<file path="src/rtl/multdiv_seq_unit_pkg.sv">
// Shared constants and types for the sequential multiply/divide unit.
package multdiv_seq_unit_pkg;

  localparam int ITERS = 32;
  localparam int CNT_W = 5;

  typedef enum logic [1:0] {
    S_IDLE = 2'd0,
    S_RUN  = 2'd1,
    S_DONE = 2'd2
  } state_e;

  typedef enum logic {
    OP_MULT = 1'b0,
    OP_DIV  = 1'b1
  } op_e;

  // Two's complement magnitude; 0x80000000 maps to itself, read as unsigned 2^31.
  function automatic logic [31:0] abs32(input logic [31:0] v);
    return v[31] ? (~v + 32'd1) : v;
  endfunction

endpackage

</file>
<file path="src/rtl/multdiv_iter_step.sv">
// One combinational iteration of the shared multiply/divide datapath.
// Multiply: hi is a sign-extended 33-bit partial product, lo holds the
// remaining multiplier bits; the last step subtracts because the multiplier
// sign bit carries weight -2^31.
// Divide: hi is the 33-bit signed partial remainder, lo shifts the dividend
// out at the top and the quotient bits in at the bottom (non-restoring).
module multdiv_iter_step
  import multdiv_seq_unit_pkg::*;
(
  input  op_e         op_i,
  input  logic        last_i,
  input  logic [32:0] hi_i,
  input  logic [31:0] lo_i,
  input  logic [31:0] b_i,
  output logic [32:0] hi_o,
  output logic [31:0] lo_o
);

  logic [32:0] b_sext;
  logic [32:0] b_zext;
  logic [32:0] m_sum;
  logic [32:0] r_sh;
  logic [32:0] r_new;

  assign b_sext = {b_i[31], b_i};
  assign b_zext = {1'b0, b_i};

  // Add or subtract the operand, then shift by one in the op's direction.
  always_comb begin
    m_sum = hi_i;
    r_sh  = {hi_i[31:0], lo_i[31]};
    r_new = r_sh;
    hi_o  = hi_i;
    lo_o  = lo_i;
    if (op_i == OP_MULT) begin
      if (lo_i[0]) m_sum = last_i ? (hi_i - b_sext) : (hi_i + b_sext);
      hi_o = {m_sum[32], m_sum[32:1]};
      lo_o = {m_sum[0], lo_i[31:1]};
    end else begin
      r_new = hi_i[32] ? (r_sh + b_zext) : (r_sh - b_zext);
      hi_o  = r_new;
      lo_o  = {lo_i[30:0], ~r_new[32]};
    end
  end

endmodule

</file>
<file path="src/rtl/multdiv_seq_unit.sv">
// Sequential signed 32-bit multiply / divide, fixed 33-cycle latency.
// Start edge loads operands, 32 iteration edges follow, and the 33rd edge
// registers the fixed-up result and raises data_resultRDY for one cycle.
module multdiv_seq_unit
  import multdiv_seq_unit_pkg::*;
(
  input  logic        clk,
  input  logic        reset_n,
  input  logic        ctrl_mult,
  input  logic        ctrl_div,
  input  logic [31:0] data_operandA,
  input  logic [31:0] data_operandB,
  output logic [31:0] data_result,
  output logic        data_exception,
  output logic        data_resultRDY,
  output logic        busy
);

  localparam logic [CNT_W-1:0] CNT_LAST = CNT_W'(ITERS - 1);

  state_e            state_q;
  logic [CNT_W-1:0]  cnt_q;
  logic              iters_done_q;
  op_e               op_q;
  logic [32:0]       hi_q;
  logic [31:0]       lo_q;
  logic [31:0]       b_q;
  logic              neg_q;
  logic              bzero_q;
  logic [31:0]       result_q;
  logic              exc_q;
  logic              rdy_q;
  logic              busy_q;

  logic [32:0]       step_hi;
  logic [31:0]       step_lo;
  logic              start;
  op_e               start_op;
  logic [31:0]       fin_res_d;
  logic              fin_exc_d;
  logic [32:0]       prod_top;
  logic [31:0]       quot_mag;

  // Exactly one ctrl line high, and only when no operation is running.
  assign start    = (ctrl_mult ^ ctrl_div) && (state_q != S_RUN);
  assign start_op = ctrl_div ? OP_DIV : OP_MULT;

  multdiv_iter_step u_step (
    .op_i   (op_q),
    .last_i (cnt_q == CNT_LAST),
    .hi_i   (hi_q),
    .lo_i   (lo_q),
    .b_i    (b_q),
    .hi_o   (step_hi),
    .lo_o   (step_lo)
  );

  // Final result and flag from the accumulator once all iterations are done.
  always_comb begin
    prod_top  = {hi_q[31:0], lo_q[31]};
    quot_mag  = lo_q;
    fin_res_d = lo_q;
    fin_exc_d = ~((&prod_top) | ~(|prod_top));
    if (op_q == OP_DIV) begin
      if (bzero_q) begin
        fin_res_d = 32'd0;
        fin_exc_d = 1'b1;
      end else begin
        fin_res_d = neg_q ? (~quot_mag + 32'd1) : quot_mag;
        // Only a positive quotient can exceed the signed range (MIN / -1).
        fin_exc_d = ~neg_q & quot_mag[31];
      end
    end
  end

  // Control FSM, iteration counter, datapath registers and registered outputs.
  always_ff @(posedge clk or negedge reset_n) begin
    if (!reset_n) begin
      state_q      <= S_IDLE;
      cnt_q        <= '0;
      iters_done_q <= 1'b0;
      op_q         <= OP_MULT;
      hi_q         <= '0;
      lo_q         <= '0;
      b_q          <= '0;
      neg_q        <= 1'b0;
      bzero_q      <= 1'b0;
      result_q     <= '0;
      exc_q        <= 1'b0;
      rdy_q        <= 1'b0;
      busy_q       <= 1'b0;
    end else begin
      rdy_q <= 1'b0;
      case (state_q)
        S_RUN: begin
          if (!iters_done_q) begin
            hi_q  <= step_hi;
            lo_q  <= step_lo;
            cnt_q <= cnt_q + 1'b1;
            if (cnt_q == CNT_LAST) iters_done_q <= 1'b1;
          end else begin
            result_q     <= fin_res_d;
            exc_q        <= fin_exc_d;
            rdy_q        <= 1'b1;
            busy_q       <= 1'b0;
            iters_done_q <= 1'b0;
            state_q      <= S_DONE;
          end
        end
        S_DONE: begin
          if (!start) state_q <= S_IDLE;
        end
        default: ;
      endcase
      // Start overrides the IDLE/DONE handling above.
      if (start) begin
        state_q      <= S_RUN;
        busy_q       <= 1'b1;
        cnt_q        <= '0;
        iters_done_q <= 1'b0;
        op_q         <= start_op;
        hi_q         <= '0;
        neg_q        <= data_operandA[31] ^ data_operandB[31];
        bzero_q      <= (data_operandB == 32'd0);
        if (start_op == OP_DIV) begin
          lo_q <= abs32(data_operandA);
          b_q  <= abs32(data_operandB);
        end else begin
          lo_q <= data_operandB;
          b_q  <= data_operandA;
        end
      end
    end
  end

  assign data_result    = result_q;
  assign data_exception = exc_q;
  assign data_resultRDY = rdy_q;
  assign busy           = busy_q;

endmodule

</file>
<file path="config.mk">
export PLATFORM = sky130hd
export DESIGN_NAME = multdiv_seq_unit
export DESIGN_NICKNAME = d
export VERILOG_FILES = /design/src/rtl/multdiv_seq_unit_pkg.sv /design/src/rtl/multdiv_iter_step.sv /design/src/rtl/multdiv_seq_unit.sv
export SDC_FILE = /design/constraint.sdc
export NUM_CORES = 1
export LEC_CHECK = 0
export ABC_CLOCK_PERIOD_IN_PS = 6260
export BUFFER_PORTS_ARGS = -buffer_cell sky130_fd_sc_hd__buf_2
export CAP_MARGIN = 20
export CELL_PAD_IN_SITES_DETAIL_PLACEMENT = 0
export CELL_PAD_IN_SITES_GLOBAL_PLACEMENT = 1
export CORE_UTILIZATION = 46
export CTS_BUF_LIST = sky130_fd_sc_hd__clkbuf_4 sky130_fd_sc_hd__clkbuf_8 sky130_fd_sc_hd__clkbuf_16
export DETAILED_ROUTE_END_ITERATION = 8
export PLACE_DENSITY = 0.92
export RECOVER_POWER = 25
export SYNTH_ARGS = -nofsm -noshare
export SYNTH_HDL_FRONTEND = slang
export SYNTH_SLANG_ARGS = --single-unit
</file>
<file path="constraint.sdc">
create_clock -name clk -period 6.26 [get_ports clk]
set_input_delay 0.626 -clock clk [delete_from_list [all_inputs] [get_ports clk]]
set_output_delay 0.626 -clock clk [all_outputs]
set_load 0.005 [all_outputs]
</file>
# ---- Word-level counts from Yosys, hierarchy flattened
# Cells that the tools add are included.
# Widths: inputs -> output; s select.
dict set report classes {
  add_sub_neg 8
  eq_ne 6
  n_mux 36
  n_bitwise 11
  n_reduce_logical 11
}
# cell n
set op_table {}
lappend op_table {{$mux 32} 11}
lappend op_table {{$mux 33} 7}
lappend op_table {{$add 32x1->32 const B} 3}
lappend op_table {{$not 32->32} 3}
lappend op_table {{$add 33x32->33} 1}
lappend op_table {{$add 33x33->33} 1}
lappend op_table {{$reduce_and 33->1} 1}
lappend op_table {{$reduce_or 33->1} 1}
lappend op_table {{$sub 33x32->33} 1}
lappend op_table {{$sub 33x33->33} 1}
lappend op_table {{$logic_not 32->1} 1}
lappend op_table {{$mux 5} 3}
lappend op_table {{$mux 1} 12}
lappend op_table {{$reduce_and 2->1} 4}
lappend op_table {{$add 5x1->5 const B} 1}
lappend op_table {{$eq 5x5->1 const B} 1}
lappend op_table {{$mux 2} 2}
lappend op_table {{$ne 2x1->1 const B} 2}
lappend op_table {{$not 1->1} 4}
lappend op_table {{$pmux 2 s2} 1}
lappend op_table {{$reduce_bool 2->1} 2}
lappend op_table {{$ne 3x3->1 const B} 1}
lappend op_table {{$reduce_bool 3->1} 1}
lappend op_table {{$eq 2x1->1 const B} 1}
lappend op_table {{other kinds (5)} 6}
dict set report word_totals {
  regBits 143
  in_bits 68
  out_inout_bits 35
  elab_cells 85
}

# ---- Logic depth before layout (Yosys ltp)
# Gate-level depths: netlist of run 1.
dict set report logic_depth {
  ltp_word 7
  ltp_mapped 20
  mapped_depth_nobuf 20
}

# ---- Modules after synthesis
# Synthesis of run 1 repeated with hierarchy kept, for this count alone.
dict set report hier_totals {
  hier_cells 1731
  hier_area_um2 13965.9
}
# module n_inst cells_each area_each_um2 seq_area_each_um2
set modules_own_cells {}
lappend modules_own_cells {multdiv_seq_unit 1 899 8338.0 3578.4}
lappend modules_own_cells {multdiv_iter_step 1 832 5627.9 0.0}

# ---- Worst setup path before layout of run 1
# Ideal clock, no wire load.
dict set report synth_timing {
  kind {reg2reg}
  from {reg b_q[0]}
  to {reg hi_q[29]}
  setup_time_ps 126
  arrival_ps 4646
  required_ps 6134
  slack_ps 1488
  stages_incl_launch_ff 20
  path_buffers 0
  period_less_slack_ps 4772
  cell_sequence {dfrtp_1 > inv_1 > ha_1 > nor3b_1 > nor3b_1 > nor3b_1 > nor3b_1 > nand2_1 > nor3_1 > nor2_1 > xor2_1 > ha_1 > o21ai_0 > nor4_1 > a211o_1 > a31o_2 > a31oi_1 > o21ai_0 > xor2_1 > a221o_1}
}
dict set report synth_via {
  elab_chain_len 7
  elab_cells_between_ends 11
  cone_classes {4 x add/sub; 7 x mux}
}
# element line_no
set synth_rtl {}
lappend synth_rtl {{start: declaration} multdiv_seq_unit.sv:27} ;# logic [31:0] b_q;
lappend synth_rtl {{start signal: assignment} multdiv_seq_unit.sv:127} ;# b_q <= abs32(data_operandB);
lappend synth_rtl {{start signal: assignment} multdiv_seq_unit.sv:130} ;# b_q <= data_operandA;
lappend synth_rtl {{$add 33x33->33 or $sub 33x33->33 (tied branches)} multdiv_iter_step.sv:36} ;# if (lo_i[0]) m_sum = last_i ? (hi_i - b_sext) : (hi_i + b_sext);
lappend synth_rtl {{$mux 33 (2 in a row)} multdiv_iter_step.sv:36}
lappend synth_rtl {{$mux 33 *} multdiv_iter_step.sv:35} ;# if (op_i == OP_MULT) begin
lappend synth_rtl {{$mux 33 *} multdiv_seq_unit.sv:96} ;# if (!iters_done_q) begin
lappend synth_rtl {{$mux 33 *} multdiv_seq_unit.sv:94} ;# case (state_q)
lappend synth_rtl {{$mux 33 *} multdiv_seq_unit.sv:116} ;# if (start) begin
lappend synth_rtl {{end signal: assignment} multdiv_seq_unit.sv:97} ;# hi_q <= step_hi;
lappend synth_rtl {{end: declaration} multdiv_seq_unit.sv:25} ;# logic [32:0] hi_q;
# Mark *: on every way between the ends. The rest lies on a longest branch, timed or not. The select of a mux whose other input is x is not followed.
# A chain may end at the register's enable or synchronous reset.

# ---- Final worst setup path of run 1
dict set report layout_timing {
  from {reg b_q[0]}
  to {reg hi_q[32]}
}
# Same word-level chain as after synthesis.

==> results of run 1 <==
final cells by class:
| cell class | count | area (sq um) | share of cell area |
|---|---|---|---|
| clock buffers | 18 | 433 | 0.0287 |
| diodes | 7 | 17.5 | 0.00116 |
| well taps | 390 | 488 | 0.0323 |
| repair buffers | 116 | 622 | 0.0412 |
| clock inverters | 14 | 149 | 0.00986 |
| multi-input cells | 1570 | 9690 | 0.641 |
| inverters | 34 | 128 | 0.00845 |
| flip-flops and latches | 143 | 3580 | 0.237 |
cells in the final DEF, fill, tap and decap left out, types with 41 or more instances in the layout:
cell type  instances
a21oi_1          186
buf_2            101
dfrtp_1          142
ha_1              70
mux2i_1           41
nand2_1          207
nand3_1           42
nor2_1           216
nor3_1            43
o21ai_0          194
xnor2_1           71
xor2_1           103
per-layer routing:
layer | global-route usage | routed length (microns) | up-vias | part of all wire
li1 | - | - | 6803 | -
met1 | 0.416 | 20400 | 6791 | 0.44
met2 | 0.476 | 20700 | 602 | 0.44
met3 | 0.0543 | 3600 | 102 | 0.077
met4 | 0.128 | 1870 | 2 | 0.040
met5 | 0 | 9 | - | 0.00019
flip-flops by register name (all words and copies together) (netlist names):
signal	flops
busy	1
bzero_q	1
state_q	2
neg_q	1
hi_q	33
b_q	32
iters_done_q	1
op_q	1
cnt_q	5
lo_q	32
data_resultRDY	1
data_exception	1
data_result	32
per-stage QoR:
| step | setup WS [ns] | cells |
|---|---|---|
| global placement | 0.996 | 2253 |
| floorplan | 1.49 | 1865 |
| global route | 0.364 | 2289 |
| CTS | 0.903 | 2285 |
| detailed placement | 0.954 | 2253 |
| finish | 0.829 | 2292 |
final timing paths:
path | cells past startpoint | slack [ns] | endpoint
max reg2reg | 19 | 0.83 | hi_q[32]
min | 1 | 0.30 | data_resultRDY
max in group asynchronous | 2 | 4.65 | b_q[20]
max | 19 | 0.83 | hi_q[32]
min in group clk | 2 | 0.46 | op_q
min reg2reg | 2 | 0.48 | data_result[26]
worst max-delay path, cell delays in order (launching register included):
cell and delay, ns:
dfrtp_1 0.43, inv_1 0.08, ha_1 0.18, nor3b_1 0.30, nor3b_1 0.37, nor3b_1 0.23
buf_4 0.19, nor3b_1 0.58, nand2_1 0.12, nor3_1 0.21, nor2_1 0.08, xnor2_1 0.14
ha_1 0.40, nand2_1 0.08, nor4_1 0.58, nand2_1 0.12, o31ai_1 0.46, mux2_2 0.39
nor3_1 0.22, a22o_1 0.17
cells by family after synthesis:
family | Yosys count
compound gates | 615
xor+xnor | 174
fa+ha+maj | 72
buf+inv | 152
flops | 143
mux | 45
simple gates | 664
==> results.py, run 1 <==
metrics = {
    "floorplan": {
        "rows": 63,
        "ios": 103,
        "core_sq_um": 29600,
        "start_util": 0.467,
        "dieArea_sq_um": 30800,
        "die_x_microns": 175,
        "die_h_microns": 175,
    },
    "place": {
        "dpl.hpwl_mm": 34.5,
        "port_buffers": 102,
        "routabilityCongestion": 0.960,
        "postPlaceCellArea_sq_um": 14500,
    },
    "synth": {
        "synth_area_sq_um": 13800,
        "synth-async-reset-ratio": 1.00,
        "synth-compound-area-share": 0.271,
        "ys_seq_area_frac": 0.258,
        "synth_edf_count": 0,
        "synthAdderAreaFrac": 0.0662,
        "yosys_warnings": 0,
        "synth_xor_area_frac": 0.110,
        "synth_top_family_by_area": "compound AO/OA/AOI/OAI gates",
        "synth-simple-area-share": 0.219,
        "netlist_instances": 1865,
        "yosys-mux-area-fraction": 0.0329,
        "avgSynthCellArea_sq_um": 7.42,
        "synth-seq-cells": 143,
        "netlist.area_leader.share": 0.258,
        "synthDistinctLibCells": 71,
        "synth_ff_type": "dfrtp_1",
        "yosysTopAreaCell": "dfrtp_1",
        "syn_nets": 2005,
        "ys_top_cells_by_count": "nor2_1 (220), nand2_1 (208), o21ai_0 (194)",
        "netlist_top_cells_area": "dfrtp_1 (26%), o21ai_0 (7.0%), a21oi_1 (6.7%)",
        "synth.most_common_cell": "nor2_1",
    },
    "clock_network": {
        "worst_skew_pair.late_latency_ns": 0.44,
        "ctsResizeCount": 0,
        "cts_post_setup_buffers_inserted": 0,
        "root_buffer": "clkbuf_16",
        "cts_sinks": 143,
        "cts_tree": "built",
        "clk_path_buf_depth": 2,
        "htree_levels": 4,
        "cts_hold_buf": 0,
        "cts.clk_slew.worst_paths_ns": 0.07,
        "cts_buffers": 17,
    },
    "setup_path": {
        "cp_data_required_time_ns": 6.63,
        "cp-startpoint": "b_q[0]",
        "path_class": "reg2reg",
        "start_kind": "register",
        "reg2reg_from": "b_q[0]",
        "end_kind": "register",
        "arrival_ns": 5.80,
        "cp_max_fo": 9,
    },
    "detailed_routing": {
        "drtIter0Drc": 1497,
        "wl_per_cell_microns": 20.4,
        "antenna_left": 0,
        "drt-pass1-iter-count": 5,
        "vias": 14300,
        "wirelength_mm": 46.6,
        "vias_per_cell": 6.24,
        "drc": 0,
    },
    "global_route": {
        "antenna_found_initial": 8,
        "overflow": 0,
        "grt_pass1_vias": 13100,
        "grt_pass1_wl_mm": 73.4,
        "grt_max_degree": 91,
        "grt_use_total": 0.306,
    },
    "job": {
        "drv_cap": 0,
    },
    "final_layout": {
        "nFillCells": 2988,
        "drive_gt1_frac": 0.0945,
        "syn_to_final_growth_pct": 9.14,
        "final_area_sq_um": 15100,
        "final_nets": 2022,
        "final_core_utilization": 0.510,
    },
    "sta": {
        "fmax_ghz": 0.184,
        "slew_viol_final": 0,
        "rsz0062_at_grt": "no",
        "hold_ws_ns": 0.304,
        "fin_crit_sh": 0.868,
        "clock_skew_ns": 0.0178,
        "setup_tns_ns": 0,
        "maxSlewHeadroom": 0.237,
        "worst_slew_pin_slew_ns": 1.14,
        "setup_violations": 0,
        "period_minus_slack_ns": 5.43,
        "hold_violations": 0,
    },
    "status": {
        "status": "finished, final reports clean",
    },
    "hold_path": {
        "hold_path_class": "in2async",
    },
}
Power of run 1 is not shown: default switching activity piles up to over one toggle a cycle in this logic, so the estimate is an artifact.
==> inputs of run 2 (changes only) <==
--- a/config.mk
+++ b/config.mk
@@ -13,8 +13,11 @@
 export CORE_UTILIZATION = 46
 export CTS_BUF_LIST = sky130_fd_sc_hd__clkbuf_4 sky130_fd_sc_hd__clkbuf_8 sky130_fd_sc_hd__clkbuf_16
 export DETAILED_ROUTE_END_ITERATION = 8
+export GPL_ROUTABILITY_DRIVEN = 0
+export GPL_TIMING_DRIVEN = 0
 export PLACE_DENSITY = 0.92
 export RECOVER_POWER = 25
+export REMOVE_ABC_BUFFERS = 1
 export SYNTH_ARGS = -nofsm -noshare
 export SYNTH_HDL_FRONTEND = slang
 export SYNTH_SLANG_ARGS = --single-unit
==> results.py, run 2 (synthesis gave the netlist of run 1 again) <==
metrics = {
    "status": {
        "status": "finished with violations",
        "violations": "capacitance limit, slew limit",
    },
    "detailed_routing": {
        "drt-pass1-iter-count": 5,
        "drc": 0,
        "route.met3.wl_mm": 2.51,
        "top_layer": "met5",
        "vias": 13800,
        "antenna_left": 0,
        "vias_per_cell": 6.03,
        "wl_met2_mm": 19.9,
        "drtIter0Drc": 1088,
        "wl_met1_mm": 18.4,
        "wirelength_mm": 42.4,
        "wl_per_cell_microns": 18.6,
    },
    "hold_path": {
        "whs_path_depth": 2,
        "holdPathEnd": "op_q",
        "hold_start": "ctrl_mult",
        "hold_path_class": "in2reg",
    },
    "sta": {
        "fin_ws_ns": 0.527,
        "rsz0062_at_grt": "no",
        "slew_viol_final": 146,
        "hold_violations": 0,
        "clock_skew_ns": 0.0106,
        "fin_crit_sh": 0.916,
        "period_minus_slack_ns": 5.73,
        "worst_slew_pin_slew_ns": 3.51,
        "maxSlewHeadroom": -1.34,
        "fmax_ghz": 0.174,
        "setup_violations": 0,
    },
    "global_route": {
        "antenna_found_initial": 8,
        "grt_pass1_vias": 12800,
        "overflow": 0,
        "grt_pass1_wl_mm": 67.6,
        "grt_max_degree": 93,
        "grt_use_total": 0.276,
    },
    "setup_path": {
        "r2r_end": "hi_q[32]",
        "reg2reg_from": "b_q[0]",
        "rrSetupSlack_ns": 0.53,
        "cp_max_fo": 9,
        "arrival_ns": 6.11,
        "start_kind": "register",
        "end_kind": "register",
        "path_class": "reg2reg",
        "cp_data_required_time_ns": 6.63,
        "rr_worst_depth": 19,
    },
    "final_layout": {
        "instances_no_fill": 2284,
        "final_area_sq_um": 15200,
        "drive_gt1_frac": 0.0931,
        "final_common_cell": "nor2_1",
        "regMostFlops": "hi_q",
        "largest_reg_flops": 33,
        "final_cell_mix": "nor2_1 (216), nand2_1 (207), o21ai_0 (194)",
        "final_core_utilization": 0.514,
        "final_nets": 2017,
        "syn_to_final_growth_pct": 10.0,
    },
    "floorplan": {
        "ios": 103,
        "rows": 63,
        "die_x_microns": 175,
        "die_h_microns": 175,
        "dieArea_sq_um": 30800,
        "start_util": 0.467,
        "core_sq_um": 29600,
    },
    "clock_network": {
        "htree_levels": 4,
        "cts_tree": "built",
        "worst_skew_pair.late_latency_ns": 0.43,
        "cts_sinks": 143,
        "clk_path_buf_depth": 2,
        "cts_buffers": 17,
        "cts_hold_buf": 0,
        "root_buffer": "clkbuf_16",
        "cts.clk_slew.worst_paths_ns": 0.07,
    },
    "place": {
        "place_ws_ns": 0.289,
        "postPlaceCellArea_sq_um": 14600,
        "dpl.hpwl_mm": 31.5,
        "port_buffers": 102,
        "dpl.cell_count": 2247,
    },
    "job": {
        "drv_cap": 2,
    },
}
-- run 2: cell types whose count changed in the layout (fill, tap and decap cells not counted), moves of 4 or more --
cell,delta
clkinv_2,+5
buf_4,-14
clkinv_4,-4
inv_6,-4
buf_12,+4
-- run 2: worst max-delay path by stage --
stage	start	endpoint	slack (ns)
after global routing	b_q[0]	hi_q[31]	0.08
final	b_q[0]	hi_q[32]	0.53
after detailed placement	b_q[0]	hi_q[32]	0.29
after global placement	ctrl_div	hi_q[31]	-1.55
after CTS	b_q[0]	hi_q[32]	0.28
after floorplan	b_q[0]	hi_q[29]	1.46
-- run 2: layout make-up --
type                       instances  area [sq um]
clock buffer                      21           474
clock inverter                    11           138
timing repair buffer             111           692
fill                            2910         14400
tap                              390           488
multi-input combinational       1570          9720
inverter                          34           128
sequential                       143          3580
antenna                            4          10.0
-- run 2: what timing repair did --
action                                  in CTS  in global routing
setup buffers                                0                  0
endpoints found under the setup margin       0                  2
gates resized for setup                      0                  2
-- run 2: through the flow --
step / hold WS [ns] / TNS [ns]
2_1_floorplan: 0.330 / 0
4_1_cts: 0.203 / 0
5_1_grt: 0.454 / 0
6_report: 0.449 / 0
3_3_place_gp: 0.460 / -32.31
3_5_place_dp: 0.470 / 0
-- run 2: per-layer routing --
metal | up-vias | GRT usage
met1 | 6414 | 0.357
met5 | - | 0
li1 | 6769 | -
met2 | 487 | 0.456
met4 | 6 | 0.121
met3 | 97 | 0.0405
-- run 2: worst max-delay path, cell delays in order (launching register included) --
cell      delay (ns)
dfrtp_1         0.43
inv_1           0.08
ha_1            0.17
nor3b_1         0.33
nor3b_1         0.35
nor3b_2         0.55
nor3b_1         0.52
nand2_1         0.12
nor3_1          0.21
nor2_1          0.08
xnor2_1         0.31
ha_1            0.37
and2_1          0.22
a21boi_0        0.40
o21bai_1        0.18
a221oi_1        0.32
o31ai_1         0.22
mux2_2          0.35
nor3_1          0.28
a22o_1          0.18
Power of run 2 is left out for the same reason.
